[config.mk]
export PLATFORM = sky130hd
export DESIGN_NAME = hazard_stall_ctrl
export DESIGN_NICKNAME = d
export VERILOG_FILES = /design/src/rtl/hazard_stall_ctrl.sv
export SDC_FILE = /design/constraint.sdc
export NUM_CORES = 1
export LEC_CHECK = 0
export BUFFER_PORTS_ARGS = -buffer_cell sky130_fd_sc_hd__buf_4
export CAP_MARGIN = 25
export CORE_MARGIN = 5
export CORE_UTILIZATION = 41
export DETAILED_ROUTE_END_ITERATION = 8
export GPL_TIMING_DRIVEN = 0
export PLACE_DENSITY_LB_ADDON = 0.3
export SLEW_MARGIN = 20
export SYNTH_ARGS = -nofsm -noshare
export SYNTH_HDL_FRONTEND = slang
export SYNTH_SLANG_ARGS = --single-unit
[constraint.sdc]
create_clock -name clk -period 6.6 [get_ports clk]
set_input_delay 0.99 -clock clk [delete_from_list [all_inputs] [get_ports clk]]
set_output_delay 0.99 -clock clk [all_outputs]
set_load 0.01 [all_outputs]
[src/rtl/hazard_stall_ctrl.sv]
// rtl/hazard_stall_ctrl.sv - stall/flush controller for the 5-stage MIPS pipeline
// Tuse/Tnew hazard detection, mult/div busy window and exception flush priority.
module hazard_stall_ctrl #(
    parameter int MULT_CYC = 5,
    parameter int DIV_CYC  = 10,
    parameter int CNT_W    = 16
) (
    input  logic             clk,
    input  logic             reset,
    input  logic [31:0]      Instr_D,
    input  logic [31:0]      Instr_E,
    input  logic [31:0]      Instr_M,
    input  logic             IntReq,
    output logic             stall_PC,
    output logic             stall_FD,
    output logic             clr_FD,
    output logic             clr_DE,
    output logic             clr_EM,
    output logic             md_start,
    output logic             md_busy,
    output logic [CNT_W-1:0] stall_cnt
);
    localparam int MD_MAX = (DIV_CYC > MULT_CYC) ? DIV_CYC : MULT_CYC;
    localparam int MD_W   = $clog2(MD_MAX + 1);
    // A non-reader gets Tuse 3, which is never below any Tnew (max 2).
    localparam logic [1:0] T_NONE = 2'd3;

    function automatic logic is_load(input logic [5:0] op);
        return op inside {6'h20, 6'h21, 6'h23, 6'h24, 6'h25};
    endfunction

    function automatic logic is_store(input logic [5:0] op);
        return op inside {6'h28, 6'h29, 6'h2B};
    endfunction

    function automatic logic is_branch(input logic [5:0] op);
        return (op == 6'h04) || (op == 6'h05);
    endfunction

    function automatic logic is_md(input logic [5:0] op, input logic [5:0] fn);
        return (op == 6'h00) && (fn inside {[6'h18:6'h1B]});
    endfunction

    function automatic logic [4:0] dest_of(input logic [5:0] op, input logic [4:0] rt,
                                           input logic [4:0] rd);
        logic [4:0] dst;
        dst = 5'd0;
        if (op == 6'h00)
            dst = rd;
        else if (is_load(op) || (op >= 6'h08 && op <= 6'h0F))
            dst = rt;
        else if (op == 6'h03)
            dst = 5'd31;
        return dst;
    endfunction

    function automatic logic raw_hit(input logic [4:0] src, input logic [1:0] tuse,
                                     input logic [4:0] dst, input logic [1:0] tnew);
        return (src == dst) && (tuse < tnew);
    endfunction

    logic [5:0]       op_d, fn_d, op_e, fn_e, op_m;
    logic [4:0]       rs_d, rt_d, dst_e, dst_m;
    logic             rtype_d, jreg_d, hilo_mv_d, hilo_d;
    logic [1:0]       tuse_rs, tuse_rt, tnew_e, tnew_m;
    logic             raw_stall, md_stall, stall;
    logic [MD_W-1:0]  md_cnt_q, md_cnt_d;
    logic             md_busy_q;
    logic [CNT_W-1:0] stall_cnt_q, stall_cnt_d;
    logic             unused_bits;

    assign op_d = Instr_D[31:26];
    assign fn_d = Instr_D[5:0];
    assign rs_d = Instr_D[25:21];
    assign rt_d = Instr_D[20:16];
    assign op_e = Instr_E[31:26];
    assign fn_e = Instr_E[5:0];
    assign op_m = Instr_M[31:26];
    assign unused_bits = ^{Instr_D[15:6], Instr_E[25:21], Instr_E[10:6],
                           Instr_M[25:21], Instr_M[10:0]};

    always_comb begin
        rtype_d   = (op_d == 6'h00);
        jreg_d    = rtype_d && (fn_d == 6'h08 || fn_d == 6'h09);
        hilo_mv_d = rtype_d && (fn_d inside {[6'h10:6'h13]});
        tuse_rs   = T_NONE;
        tuse_rt   = T_NONE;
        if (is_branch(op_d) || jreg_d)
            tuse_rs = 2'd0;
        else if ((rtype_d && fn_d != 6'h10 && fn_d != 6'h12) ||
                 (op_d >= 6'h08 && op_d <= 6'h0E) || is_load(op_d) || is_store(op_d))
            tuse_rs = 2'd1;
        if (is_branch(op_d))
            tuse_rt = 2'd0;
        else if (rtype_d && !jreg_d && !hilo_mv_d)
            tuse_rt = 2'd1;
        else if (is_store(op_d))
            tuse_rt = 2'd2;
    end

    // Writers to $0 get Tnew 0, so they can never cause a stall.
    assign dst_e  = dest_of(op_e, Instr_E[20:16], Instr_E[15:11]);
    assign dst_m  = dest_of(op_m, Instr_M[20:16], Instr_M[15:11]);
    assign tnew_e = (dst_e == 5'd0) ? 2'd0 : (is_load(op_e) ? 2'd2 : 2'd1);
    assign tnew_m = (dst_m != 5'd0 && is_load(op_m)) ? 2'd1 : 2'd0;

    assign raw_stall = raw_hit(rs_d, tuse_rs, dst_e, tnew_e) |
                       raw_hit(rt_d, tuse_rt, dst_e, tnew_e) |
                       raw_hit(rs_d, tuse_rs, dst_m, tnew_m) |
                       raw_hit(rt_d, tuse_rt, dst_m, tnew_m);

    assign md_start = is_md(op_e, fn_e);
    assign md_busy  = md_busy_q;
    assign hilo_d   = hilo_mv_d || is_md(op_d, fn_d);
    assign md_stall = hilo_d && (md_start || md_busy_q);
    assign stall    = raw_stall || md_stall;

    always_comb begin
        if (IntReq) begin
            stall_PC = 1'b0;
            stall_FD = 1'b0;
            clr_FD   = 1'b1;
            clr_DE   = 1'b1;
            clr_EM   = 1'b1;
        end else begin
            stall_PC = stall;
            stall_FD = stall;
            clr_FD   = 1'b0;
            clr_DE   = stall;
            clr_EM   = 1'b0;
        end
    end

    // A flushed md never loads; a running window keeps counting through a flush.
    always_comb begin
        md_cnt_d = md_cnt_q;
        if (md_start && !IntReq && md_cnt_q == '0)
            md_cnt_d = fn_e[1] ? MD_W'(DIV_CYC) : MD_W'(MULT_CYC);
        else if (md_cnt_q != '0)
            md_cnt_d = md_cnt_q - MD_W'(1);
        stall_cnt_d = stall_cnt_q;
        if (stall && !IntReq && stall_cnt_q != '1)
            stall_cnt_d = stall_cnt_q + CNT_W'(1);
    end

    always_ff @(posedge clk or negedge reset) begin
        if (!reset) begin
            md_cnt_q    <= '0;
            md_busy_q   <= 1'b0;
            stall_cnt_q <= '0;
        end else begin
            md_cnt_q    <= md_cnt_d;
            md_busy_q   <= (md_cnt_d != '0);
            stall_cnt_q <= stall_cnt_d;
        end
    end

    assign stall_cnt = stall_cnt_q;

endmodule

* Word-level counts from Yosys, hierarchy flattened *
Cells that the tools add are included.

storage, ports and cells
  bits of input ports = 99
  memory bits (read-only) = 0
  memories kept = 0
  memory bits (writable) = 0
  bits in registers = 21
  bits in latches = 0

operators by class
  muxes and demuxes = 20
  order comparisons = 16
  bitwise logic cells = 3
  add/subtract/negate cells = 2
  div/mod/pow operators = 0
  eq/ne operators = 31
  $mul = 0
  shift-type cells = 0
  reduce and logical (&&, ||, !) cells = 50

operator list
  cell                                                             number
  == test 6 bit (second input constant)                            18
  2-to-1 mux 5 bit                                                 6
  logical AND 1 bit                                                24
  == test 5 bit                                                    4
  nonzero test 5 bit                                               4
  >= comparator 6 x 4 -> 1 bit (second input constant)             3
  >= comparator 6 x 5 -> 1 bit (second input constant)             3
  less-or-equal comparator 6 x 4 -> 1 bit (second input constant)  3
  less-or-equal comparator 6 x 5 -> 1 bit (second input constant)  3
  logical NOT 6 bit                                                3
  adder 16 x 1 -> 16 bit (second input constant)                   1
  inequality test 16 bit (second input constant)                   1
  == test 6 x 2 -> 1 bit (second input constant)                   2
  == test 6 x 3 -> 1 bit (second input constant)                   2
  == test 6 x 4 -> 1 bit (second input constant)                   2
  2-to-1 mux 2 bit                                                 6
  2-to-1 mux 4 bit                                                 3
  inequality test 6 x 5 -> 1 bit (second input constant)           2
  logical OR 1 bit                                                 11
  nonzero test 4 bit                                               2
  logical NOT 5 bit                                                1
  2-to-1 mux 1 bit                                                 5
  logical NOT 4 bit                                                1
  < comparator 2 x 1 -> 1 bit                                      2
  other kinds (5)                                                  10

* Longest topological paths before layout *
  depth after elaboration = 16
  mapped depth = 13
  depth with buffers taken out = 9

* Worst setup path before layout *
OpenSTA, ideal clock, no wires.

  path kind = input -> output
  from = input Instr_M[31]
  to = output stall_PC
  cell stages on the path = 13
  setup slack = 2.432 ns
  arrival time = 3.178 ns
  path buffers = 5
  cell sequence = buf_2 nor2_1 and2_0 buf_2 nand2_1 a22o_1 o32a_1 nor4_1 nor4bb_1 buf_6 buf_6 nor2_1 buf_4

on the way
  word-level cells in the longest chain between the ends = 14
  elaborated cells on any way between the ends = 28

ends and longest elaborated chain
  what                                                            RTL line  RTL
  start: declaration                                              12        input logic [31:0] Instr_M,
  >= comparator 6 x 4 -> 1 bit (tied with other cells)            50        else if (is_load(op) || (op >= 6'h08 && op <= 6'h0F))
  logical AND 1 bit / nonzero test 5 bit (equally long branches)  50, 29
  logical OR 1 bit                                                50
  2-to-1 mux 5 bit                                                50
  2-to-1 mux 5 bit                                                48        if (op == 6'h00)
  nonzero test 5 bit                                              105       assign tnew_m = (dst_m != 5'd0 && is_load(op_m)) ? 2'd1 : 2'd0;
  logical AND 1 bit                                               105
  2-to-1 mux 1 bit                                                105
  < comparator 2 x 1 -> 1 bit                                     59        return (src == dst) && (tuse < tnew);
  logical AND 1 bit                                               59
  bitwise OR 1 bit                                                108       raw_hit(rt_d, tuse_rt, dst_e, tnew_e) |
  bitwise OR 1 bit (*)                                            109       raw_hit(rs_d, tuse_rs, dst_m, tnew_m) |
  logical OR 1 bit (*)                                            116       assign stall = raw_stall || md_stall;
  2-to-1 mux 1 bit (*)                                            n/a
  end: declaration                                                14        output logic stall_PC,

Every way passes the cells marked *; elsewhere a longest branch is shown, timed or not.

* Final worst setup path *
  from = input Instr_E[31]
  to = output stall_PC

on the way
  word-level cells in the longest chain between the ends = 14
  elaborated cells on any way between the ends = 32

ends and longest elaborated chain
  what                                                            RTL line  RTL
  start: declaration                                              11        input logic [31:0] Instr_E,
  >= comparator 6 x 4 -> 1 bit (tied with other cells)            50
  logical AND 1 bit / nonzero test 5 bit (equally long branches)  50, 29
  logical OR 1 bit                                                50
  2-to-1 mux 5 bit                                                50
  2-to-1 mux 5 bit                                                48
  logical NOT 5 bit                                               104       assign tnew_e = (dst_e == 5'd0) ? 2'd0 : (is_load(op_e) ? 2'd2 : 2'd1);
  2-to-1 mux 2 bit                                                104
  < comparator 2 bit                                              59
  logical AND 1 bit                                               59
  bitwise OR 1 bit                                                107       assign raw_stall = raw_hit(rs_d, tuse_rs, dst_e, tnew_e) |
  bitwise OR 1 bit                                                108
  bitwise OR 1 bit                                                109
  logical OR 1 bit (*)                                            116
  2-to-1 mux 1 bit (*)                                            119       if (IntReq) begin

Marks and branches as above.

==> results.yml <==
synthesis:
  synth-compound-area-share: 0.211
  synthSimpleGateAreaFrac: 0.309
  synth_top_family_by_area: "simple AND/OR/NAND/NOR gates"
  synthXorXnorAreaFrac: 0.128
  async_flop_share: 1.00
  avgSynthCellArea_um2: 8.11
  synth_edf_count: 0
  yosys.area_share.adder: 0.0126
  synthMuxAreaShare: 0.0190
  yosys.area.top_type: "dfrtp_1"
  ys_ff_latch: 21
  synth_flop_cell: "dfrtp_1"
  yosys_warnings: 0
  netlist_area_um2: 1980
  syn_nets: 345
  ys_types: 55
  yosysSeqAreaShare: 0.265
  synth_top_area_frac: 0.265
  syn_inst: 244
  synth_most_common_cell: "dfrtp_1"
  synthTopCellsByArea: "dfrtp_1 27%, xor2_1 6.6%, xnor2_1 6.2%, a21oi_1 4.3%, nor4_1 4.1%"
  yosys-top-cells-count: "21 x dfrtp_1, 18 x nand2_1, 17 x a21oi_1, 15 x xor2_1"
finish:
  ff_latch_area_um2: 526
  syn_to_final_growth_pct: 37.2
  drive_gt1_frac: 0.305
  diodes: 0
  fin_nets: 433
  utilization: 0.579
  fillers: 455
  multi_input_area_um2: 1350
  fin_cells: 385
timing:
  rsz0062_at_grt: "no"
  fin_setup_tns_ns: 0
  skew_ns: 0.00866
  hold_viol_final: 0
  relSlewSlack: 0.509
  slew_violations: 0
  tightestPinTransition_ns: 0.730
  max_freq_mhz: 219
  worst_slack_ns: 2.04
  finalCritPeriodShare: 0.690
  setup_viol: 0
  finalCriticalPeriod_ns: 4.56
clocking:
  cts_resized: 0
  clkLatencyLatePin_ns: 0.26
  root_buffer: "clkbuf_8"
  htreeDepth: 1
  postCtsSetupBuffers: 0
  clock_sinks: 21
  cts_tree: "done"
  cts_buffer_depth: 2
  clk_pin_slew_ns: 0.07
  holdBufCountCts: 0
  cts_buffers: 3
placed_design:
  place_inst: 381
  portBuffers: 83
  dp_hpwl_mm: 4.65
  pre_cts_slack_ns: 2.07
  place.gp.congestion: 0.853
detailed_routing:
  vias: 2126
  drtIter0Drc: 89
  drc: 0
  drtAntennaViolNets: 0
  firstDrtPassIters: 4
  routed_wirelength_mm: 5.67
  wl_per_cell_um: 14.7
  drt-vias-per-instance: 5.52
worst_setup_path:
  crit_type: "in2out"
  critPathLaunch: "Instr_E[31]"
  r2r-start: "stall_cnt[4]"
  path_max_fanout: 10
  crit_buf_inv: 5
  slowest_stage: "nor4_1"
  crit_chain: "buf_4 -> nor4_1 -> nand2_1 -> nor4_1 -> o2111ai_1 -> o41ai_1 -> nor4bb_1 -> buf_6 -> buf_6 -> nor2_1 -> buf_4 -> buf_4"
  cpMostUsedCell: "buf_4"
  required_ns: 5.61
  startpoint_type: "input pin"
  crit_arrival_ns: 3.57
  critical-path-top-delay-family: "simple AND/OR/NAND/NOR gates"
  end_kind: "output port"
  critical-path-max-stage-delay_ns: 0.64
die:
  rows: 25
  dieWidth_um: 79.5
  core_area_um2: 4690
  start_util: 0.422
  die_area_um2: 6320
  die_h_um: 79.5
  ios: 122
power_and_ir_drop:
  p_leak_nw: 1.28
  power_density_nw_per_um2: 144
  vdd_drop_max_mv: 0.108
global_route:
  gr-total-overflow: 0
  grt_pass1_wl_mm: 9.24
  grt_util_all_layers: 0.178
  grt_pass1_vias: 2029
  antenna_found_initial: 0
  grt_max_degree: 22
worst_hold_path:
  hp-class: "reg2reg"
  hold_start: "stall_cnt[6]"
run:
  drv_cap: 0
status:
  status: "complete, no violations"
-- final timing paths --
check	to	slack [ns]	cells after the start
min in group asynchronous	stall_cnt[3]	0.59	1
max reg2reg	stall_cnt[14]	4.28	8
max	stall_PC	2.04	12
max in group asynchronous	stall_cnt[8]	5.78	1
min reg2reg	stall_cnt[6]	0.49	1
min	stall_cnt[6]	0.49	1
-- cell type report --
type / instances / share of cell area
plain buffers: 10 / 0.0244
clock buffers: 3 / 0.0152
clock inverters: 1 / 0.00184
inverters: 11 / 0.0152
multi-input cells: 202 / 0.496
flip-flops and latches: 21 / 0.193
well taps: 54 / 0.0249
repair buffers: 83 / 0.229
-- per-layer routing --
metal / up-vias / share of wire / wire length, um / track usage
li1: 1089 / - / - / -
met1: 985 / 0.46 / 2590 / 0.239
met2: 48 / 0.49 / 2760 / 0.303
met3: 4 / 0.050 / 285 / 0.0293
met4: 0 / 0.0055 / 31 / 0.0292
met5: - / 0 / 0 / 0
-- sequential cells by signal, summed over array words and instances (netlist names) --
name,cells
stall_cnt,16
md_cnt_q,4
md_busy,1
-- cell usage in the layout (no fill, tap or decap), types with 2 or more instances in the layout --
cell type   n
and2_1      3
nor3_1      7
nor2_1     14
a211oi_1    6
a31oi_1     3
and4_1      2
o211ai_1    5
buf_2       2
o21a_1      2
a21o_1      2
nor3b_1     3
clkbuf_1    3
o22ai_1     4
buf_4      86
buf_6       2
nand2b_1    7
clkbuf_8    3
mux2_2      2
nand4_1     3
ha_1        2
xnor2_1    14
a311oi_1    2
nor2b_1     3
and3_1      7
xor2_1     15
o21ai_0     8
inv_1      11
nand3_1     8
nand3b_1    8
or4_1       2
nand2_1    18
dfrtp_1    21
a21oi_1    17
nor4_1     13
-- logic make-up after synthesis --
family	count (synthesis)
xor gates and xnor gates	29
DFF	21
AOI/OAI and AO/OA	62
buffers and inverters	21
muxes	3
adders and majority gates	2
and+or+nand+nor	106
-- report_power, final --
part	leakage (nW)	switching (mW)	internal [mW]	total [mW]
sequential	0.281	0.0118	0.144	0.155
clock	0.0255	0.0429	0.0421	0.0850
combinational	0.975	0.0766	0.0741	0.151
-- metrics by stage --
step / cell area [um2] / power [mW] / hold WS (ns)
floorplan: 1980 / 0.243 / 0.455
global placement: 2670 / 0.301 / 0.475
detailed placement: 2670 / 0.307 / 0.474
CTS: 2720 / 0.392 / 0.489
global route: 2720 / 0.418 / 0.514
finish: 2720 / 0.391 / 0.486
(Power assumes the default switching activity.)
